[src/rtl/spi_master_ctrl.sv]
// spi_master_ctrl
// SPI master that frames a 10-bit host command onto MOSI under SS_n. Each
// frame is a read/write header bit followed by the command word, MSB first.
// For read-data commands (cmd_word[9:8] == 2'b11) it then waits READ_GAP
// cycles and captures an 8-bit reply from MISO, MSB first.
//
// Ports:
//   clk       in   system clock (the SPI shift clock is clk itself)
//   rst_n     in   asynchronous active-low reset
//   start     in   host request strobe, only honoured while busy = 0
//   cmd_word  in   [9:8] cmd (00 wr-addr, 01 wr-data, 10 rd-addr, 11 rd-data),
//                  [7:0] payload
//   busy      out  transaction in progress (SELECT .. END)
//   done      out  one-cycle pulse in the END cycle of every frame
//   rd_data   out  last byte captured from MISO, held between read-data frames
//   rd_valid  out  one-cycle pulse together with done, read-data frames only
//   SS_n      out  slave select, active low
//   MOSI      out  serial data to the slave
//   MISO      in   serial data from the slave
//
// Handshake: start is a level sampled on every rising edge while the FSM is
// in IDLE. The edge that sees start = 1 accepts cmd_word, and busy rises
// in the following cycle. There is no back-pressure and no queueing, so a
// start seen while busy is dropped. done and rd_valid act as single-cycle
// valid strobes with no ready.
//
// All outputs are flops. Their next values are decoded from the next state,
// so each output lines up with the state it describes.

module spi_master_ctrl #(
   parameter int   READ_GAP     = 2,
   parameter logic DEFAULT_MOSI = 1'b0
) (
   input  logic       clk,
   input  logic       rst_n,
   input  logic       start,
   input  logic [9:0] cmd_word,
   output logic       busy,
   output logic       done,
   output logic [7:0] rd_data,
   output logic       rd_valid,
   output logic       SS_n,
   output logic       MOSI,
   input  logic       MISO
);

   localparam logic [2:0] ST_IDLE   = 3'd0;
   localparam logic [2:0] ST_SELECT = 3'd1;
   localparam logic [2:0] ST_HEADER = 3'd2;
   localparam logic [2:0] ST_SHIFT  = 3'd3;
   localparam logic [2:0] ST_GAP    = 3'd4;
   localparam logic [2:0] ST_RECV   = 3'd5;
   localparam logic [2:0] ST_END    = 3'd6;

   localparam logic [3:0] GAP_LAST  = 4'(READ_GAP - 1);

   logic [2:0] state_q, state_d;
   logic [3:0] cnt_q, cnt_d;
   logic [9:0] shreg_q, shreg_d;
   logic       is_rd_q, is_rd_d;
   logic [7:0] rd_data_q, rd_data_d;
   logic       ss_n_q, ss_n_d;
   logic       mosi_q, mosi_d;
   logic       busy_q, busy_d;
   logic       done_q, done_d;
   logic       rd_valid_q, rd_valid_d;

   always_comb begin
      state_d   = state_q;
      cnt_d     = cnt_q;
      shreg_d   = shreg_q;
      is_rd_d   = is_rd_q;
      rd_data_d = rd_data_q;

      case (state_q)
         ST_IDLE: begin
            if (start) begin
               shreg_d = cmd_word;
               is_rd_d = (cmd_word[9:8] == 2'b11);
               cnt_d   = 4'd0;
               state_d = ST_SELECT;
            end
         end
         ST_SELECT: state_d = ST_HEADER;
         ST_HEADER: begin
            // The header is cmd_word[9] without consuming it. The first SHIFT
            // cycle sends bit 9 again, so the shift starts from here.
            shreg_d = {shreg_q[8:0], 1'b0};
            cnt_d   = 4'd0;
            state_d = ST_SHIFT;
         end
         ST_SHIFT: begin
            if (cnt_q == 4'd9) begin
               cnt_d   = 4'd0;
               state_d = is_rd_q ? ST_GAP : ST_END;
            end else begin
               shreg_d = {shreg_q[8:0], 1'b0};
               cnt_d   = cnt_q + 4'd1;
            end
         end
         ST_GAP: begin
            if (cnt_q == GAP_LAST) begin
               cnt_d   = 4'd0;
               state_d = ST_RECV;
            end else begin
               cnt_d = cnt_q + 4'd1;
            end
         end
         ST_RECV: begin
            // The shift register is reused to assemble the reply.
            shreg_d = {shreg_q[8:0], MISO};
            if (cnt_q == 4'd7) begin
               cnt_d     = 4'd0;
               rd_data_d = {shreg_q[6:0], MISO};
               state_d   = ST_END;
            end else begin
               cnt_d = cnt_q + 4'd1;
            end
         end
         ST_END:  state_d = ST_IDLE;
         default: state_d = ST_IDLE;
      endcase

      // Outputs are registered from the next state.
      ss_n_d     = !((state_d == ST_SELECT) || (state_d == ST_HEADER) ||
                     (state_d == ST_SHIFT)  || (state_d == ST_GAP)    ||
                     (state_d == ST_RECV));
      mosi_d     = ((state_d == ST_HEADER) || (state_d == ST_SHIFT)) ?
                   shreg_q[9] : DEFAULT_MOSI;
      busy_d     = (state_d != ST_IDLE);
      done_d     = (state_d == ST_END);
      rd_valid_d = (state_d == ST_END) && is_rd_q;
   end

   always_ff @(posedge clk or negedge rst_n) begin
      if (!rst_n) begin
         state_q    <= ST_IDLE;
         cnt_q      <= 4'd0;
         shreg_q    <= 10'd0;
         is_rd_q    <= 1'b0;
         rd_data_q  <= 8'h00;
         ss_n_q     <= 1'b1;
         mosi_q     <= DEFAULT_MOSI;
         busy_q     <= 1'b0;
         done_q     <= 1'b0;
         rd_valid_q <= 1'b0;
      end else begin
         state_q    <= state_d;
         cnt_q      <= cnt_d;
         shreg_q    <= shreg_d;
         is_rd_q    <= is_rd_d;
         rd_data_q  <= rd_data_d;
         ss_n_q     <= ss_n_d;
         mosi_q     <= mosi_d;
         busy_q     <= busy_d;
         done_q     <= done_d;
         rd_valid_q <= rd_valid_d;
      end
   end

   assign busy     = busy_q;
   assign done     = done_q;
   assign rd_data  = rd_data_q;
   assign rd_valid = rd_valid_q;
   assign SS_n     = ss_n_q;
   assign MOSI     = mosi_q;

endmodule

[config.mk]
export PLATFORM = sky130hd
export DESIGN_NAME = spi_master_ctrl
export DESIGN_NICKNAME = d
export VERILOG_FILES = /design/src/rtl/spi_master_ctrl.sv
export SDC_FILE = /design/constraint.sdc
export NUM_CORES = 1
export LEC_CHECK = 0
export ABC_AREA = 1
export CORE_ASPECT_RATIO = 0.7
export CORE_UTILIZATION = 50
export CTS_CLUSTER_DIAMETER = 80
export DETAILED_ROUTE_END_ITERATION = 10
export GPL_TIMING_DRIVEN = 0
export HOLD_SLACK_MARGIN = 0.12
export MAX_ROUTING_LAYER = met4
export PLACE_DENSITY = 0.76
export SYNTH_ARGS = -nofsm -noshare
export SYNTH_HDL_FRONTEND = slang
export SYNTH_SLANG_ARGS = --single-unit
export TNS_END_PERCENT = 5
[constraint.sdc]
create_clock -name clk -period 1.7 [get_ports clk]
set_input_delay 0.17 -clock clk [delete_from_list [all_inputs] [get_ports clk]]
set_output_delay 0.17 -clock clk [all_outputs]
set_load 0.01 [all_outputs]
==> metrics.csv, run 1 <==
metric;value;unit
grt_util_met3;0.0695;
switching_power;1170;µW
path_cells;ha_1 > nand2_1 > nor2_4 > nand2_1 > nand2_1 > buf_4 > o21ai_1 > nand2_1;
syn2layout_area_growth;27.6;%
die_height;49.6;µm
path_clk_slew;0.06;ns
layout_common_cells;nand2_1 (87), dfrtp_1 (29), nand3_1 (28);
r2r_slack;0.12;ns
critical_path.max_stage_delay;0.46;ns
grt_antenna_before_repair;0;
synth_nets;233;
layout_commonest_cell;nand2_1;
fmax;0.633;GHz
seq_area;778;µm²
grt_usage;0.246;
syn_area;1620;µm²
peakVddDrop;0.00125;V
cts.sinks;31;
grt_pass1_vias;1327;
pwr-share-clk;0.241;
die_w;70.0;µm
ys_seq_area_frac;0.480;
p_per_area;1480;nW/µm²
dp_cells;279;
die_area;3470;µm²
final_area;2060;µm²
cp_top_family;flip-flops;
yosys_register_bits;31;
wirelength;3.45;mm
dp_hpwl;2.54;mm
period_share;0.929;
holdWs;0.448;ns
vias;1473;
grt_pass1_wl;6.28;mm
finalNonFillerCells;288;
sw_frac_of_total;0.384;
viasPerCell;5.11;
fillers;250;
busiest_layer;met1;
rsz0062_at_grt;no;
cap_violations;0;
grt-ovfl-total;0;
grt_use_met1;0.363;
ant_nets;0;
nets;267;
crit_path_max_fanout;10;
use_met2;0.319;
setup_violations;0;
initial_utilization;0.554;
required;1.87;ns
drtPass1Iterations;4;
multi_input_area;754;µm²
max_slew_margin;0.567;
grt_max_degree;32;
tightest_slew;0.649;ns
status;complete, no violations;
avgSynthCellArea;7.46;µm²
worstHoldPathType;in2async;
clockBufferDepth;2;
wl_per_cell;12.0;µm
synth_warnings;0;
syn_inst;217;
cts_inserted_buffers;5;
worst_setup_path_start_kind;flop;
critPathKind;reg2reg;
place_area;1920;µm²
fin_skew;0.00193;ns
report.final.hold_viol_count;0;
gp_congestion;0.916;
num_rows;16;
diodes;0;
drive_gt1_frac;0.119;
clkLatencyLatePin;0.28;ns
port_buffers;26;
crit_top_cell;nand2_1;
slew_viol_final;0;
critical_path_buf_inv_count;1;
seqPwrFrac;0.369;
htreeDepth;2;
coreArea;2920;µm²
fin_crit;1.58;ns
drt_first_iter_violations;98;
io-pin-count;27;
cts_tree;yes;
synth_cell_types;23;
intPower;1880;µW
arrival;1.75;ns
cellLeakagePower;0.00107;µW
remaining_drc_errors;0;
endpoint_kind;flop;
p_comb_frac;0.390;
slowest_stage;dfrtp_2;
ctsRootBufferMaster;clkbuf_8;
-- cells by family after synthesis --
logic type / Yosys count / synth area share
buffers and inverters: 24 / 0.0611
xor gates and xnor gates: 1 / 0.00541
and+or+nand+nor: 142 / 0.382
AOI/OAI and AO/OA: 17 / 0.0557
adders and majority gates: 2 / 0.0155
DFF: 31 / 0.480
-- cell usage after synthesis --
cell	count	share of area
nor3_1	5	0.015
nor2_4	1	0.0070
inv_2	4	0.0093
a21oi_1	1	0.0031
o211ai_1	2	0.0093
dfstp_2	1	0.016
xor2_1	1	0.0054
nand2_1	87	0.20
ha_1	2	0.015
nand2_2	1	0.0039
inv_1	12	0.028
o21ai_1	13	0.040
buf_2	7	0.022
nor2_2	3	0.012
o21ai_0	1	0.0031
nor2_1	11	0.026
dfrtp_1	30	0.46
nand4_1	3	0.012
clkbuf_1	1	0.0023
nand4_2	1	0.0077
nand3_2	1	0.0062
nand3b_1	1	0.0046
nand3_1	28	0.087
-- power by group through the flow --
stage / clock network, µW / logic, µW / registers (µW)
6_report: 735 / 1190 / 1130
5_1_grt: 790 / 1370 / 1160
3_3_place_gp: 0 / 1140 / 1130
4_1_cts: 749 / 1160 / 1120
3_5_place_dp: 0 / 1160 / 1130
2_1_floorplan: 0 / 847 / 1110
-- sequential cells by signal, indices dropped and copies added, names as in the netlist --
name      flops
shreg_q      10
rd_data       8
cnt_q         4
state_q       3
MOSI          1
SS_n          1
busy          1
done          1
is_rd_q       1
rd_valid      1
-- metrics by stage --
| stage | worst slack (ns) | util | setup TNS [ns] | total power, µW |
|---|---|---|---|---|
| 5_1_grt | 0.00596 | 0.706 | 0 | 3310 |
| 3_3_place_gp | -0.110 | 0.658 | -3.25 | 2270 |
| 3_5_place_dp | -0.0992 | 0.658 | -2.92 | 2290 |
| 2_1_floorplan | 0.318 | - | 0 | 1950 |
| 4_1_cts | 0.0780 | 0.698 | 0 | 3040 |
| 6_report | 0.121 | 0.706 | 0 | 3050 |
-- what timing repair did --
item                       4_1_cts  5_1_grt
hold buffers                     0        1
setup buffers                    0        0
gates resized for setup          0        8
setup endpoints to repair        0       16
hold endpoints to repair         0       30
-- path summary, 6_finish.rpt --
kind                            start         end  cells past startpoint
max in group asynchronous       rst_n    cnt_q[0]                      2
min                             rst_n    cnt_q[0]                      2
max                          cnt_q[0]  shreg_q[6]                      8
max reg2reg                  cnt_q[0]  shreg_q[6]                      8
min reg2reg                rd_data[2]  rd_data[2]                      2
min in group clk           rd_data[2]  rd_data[2]                      2
-- layout make-up --
| class | instances | area share |
|---|---|---|
| multi-input combinational | 162 | 0.365 |
| inverter | 16 | 0.0291 |
| clock inverter | 2 | 0.0170 |
| tap | 36 | 0.0218 |
| clock buffer | 6 | 0.0400 |
| timing repair buffer | 27 | 0.128 |
| buffer | 8 | 0.0212 |
| sequential | 31 | 0.377 |
-- layer usage --
| layer | part of all wire | vias up |
|---|---|---|
| li1 | - | 769 |
| met2 | 0.40 | 38 |
| met3 | 0.068 | 2 |
| met5 | 0 | - |
| met4 | 0.0038 | 0 |
| met1 | 0.53 | 664 |
Note: power is estimated with default switching activity, not from simulation.
==> run 2, diff against run 1 <==
Settings changed: ABC_CLOCK_PERIOD_IN_PS from default to 1700.
==> results of run 2 <==
The final DEF is identical to that of run 1; final timing and power are the same.
==> run 3, diff against run 2 <==
Settings changed: CELL_PAD_IN_SITES_DETAIL_PLACEMENT from default to 0, CELL_PAD_IN_SITES_GLOBAL_PLACEMENT from default to 1, CORE_UTILIZATION 50 to 38, PLACE_DENSITY 0.76 to default, PLACE_DENSITY_LB_ADDON from default to 0.1.
==> metrics.csv, run 3 (synthesis gave the netlist of run 1 again) <==
metric;value;unit
status;complete, no violations;
tightest_slew;0.683;ns
period_share;0.909;
fmax;0.647;GHz
drt_first_iter_violations;74;
gp_congestion;0.841;
fillers;418;
endpoint_kind;flop;
worstHoldPathType;in2async;
grt_max_degree;32;
fin_crit;1.54;ns
peakVddDrop;0.000650;V
path_cells;inv_1 > ha_2 > nand2_1 > nor2_4 > nand2_1 > nand2_1 > buf_4 > o21ai_1 > nand2_1;
wl_per_cell;12.5;µm
port_buffers;26;
vias;1501;
p_per_area;1490;nW/µm²
die_area;4530;µm²
cap_violations;0;
required;1.92;ns
viasPerCell;4.91;
cts.sinks;31;
layout_commonest_cell;nand2_1;
dp_hpwl;2.76;mm
rsz0062_at_grt;no;
clockBufferDepth;2;
largest_register_ffs;10;
path_clk_slew;0.07;ns
r2r_slack;0.16;ns
initial_utilization;0.405;
crit_top_cell;nand2_1;
htreeDepth;2;
timing.rr.start;cnt_q[1];
io-pin-count;27;
slowest_stage;dfrtp_2;
max_slew_margin;0.545;
setup_violations;0;
grt_usage;0.206;
wirelength;3.81;mm
drive_gt1_frac;0.134;
cts_tree;yes;
arrival;1.77;ns
rr_endpoint;shreg_q[1];
critPathKind;reg2reg;
diodes;0;
layout_common_cells;nand2_1 (87), dfrtp_1 (28), nand3_1 (28);
ff2ff_path_depth;9;
grt-ovfl-total;0;
coreArea;3990;µm²
grt_pass1_wl;6.69;mm
ant_nets;0;
top_register;shreg_q;
fin_skew;0.00609;ns
crit_path_max_fanout;10;
slew_viol_final;0;
ctsRootBufferMaster;clkbuf_8;
report.final.hold_viol_count;0;
die_height;56.6;µm
grt_pass1_vias;1283;
num_rows;19;
syn2layout_area_growth;29.9;%
nets;269;
worst_setup_path_start_kind;flop;
drtPass1Iterations;4;
remaining_drc_errors;0;
final_util;0.526;
fin_tns_setup;0;ns
cellLeakagePower;0.00108;µW
grt_antenna_before_repair;0;
critical_path.max_stage_delay;0.44;ns
die_w;80.0;µm
clkLatencyLatePin;0.28;ns
cts_inserted_buffers;5;
## run 3: worst max-delay path by stage
stage,from,end,slack (ns),cells after the start
after global routing,cnt_q[1],shreg_q[3],0.002,9
after global placement,rst_n,shreg_q[5],-0.17,1
after floorplan,cnt_q[0],done,0.32,8
final,cnt_q[1],shreg_q[1],0.16,9
after CTS,cnt_q[0],shreg_q[2],0.04,8
after detailed placement,cnt_q[0],done,0.05,8
## run 3: timing repair
item / in CTS / in global routing
setup buffers: 0 / 2
hold buffers: 1 / 0
hold endpoints to repair: 30 / 0
endpoints found under the setup margin: 0 / 15
gates resized for setup: 0 / 8
## run 3: metrics by stage
step	area (µm²)	hold slack, ns	cells	setup slack, ns	power (µW)
4_1_cts	2070	0.479	304	0.0360	3080
3_5_place_dp	1940	0.254	295	0.0532	2310
6_report	2100	0.458	306	0.155	3130
5_1_grt	2100	0.497	306	0.00202	3410
2_1_floorplan	1620	-0.126	217	0.318	1950
3_3_place_gp	1940	0.455	295	-0.171	2320
## run 3: critical path, delay by kind of cell, from the launching register on
kind	cells	cell delay [ns]
AO/OA/AOI/OAI	1	0.09
flip-flops	1	0.44
adder cells (fa/ha/maj)	1	0.18
buffers and inverters	2	0.26
AND/OR/NAND/NOR	5	0.51
## run 3: power by group
part | switching (µW) | total (µW) | leakage (µW) | internal, µW
Clock | 282 | 756 | 0.0000612 | 474
Combinational | 763 | 1240 | 0.000627 | 473
Sequential | 173 | 1140 | 0.000394 | 964
## run 3: cell type report
class	instances	area, µm²	share of cell area
buffer	8	41.3	0.0197
clock inverter	2	35.0	0.0167
tap	52	65.1	0.0310
inverter	16	60.1	0.0286
timing repair buffer	29	280	0.133
multi-input combinational	162	757	0.360
sequential	31	779	0.371
clock buffer	6	82.6	0.0393
## run 3: per-layer routing
metal	vias to the layer above	wire, µm	global-route usage	share of wire
met2	48	1370	0.227	0.36
li1	769	-	-	-
met3	7	217	0.0488	0.057
met1	677	2180	0.344	0.57
met5	-	0	-	0
met4	0	53	0.0689	0.014
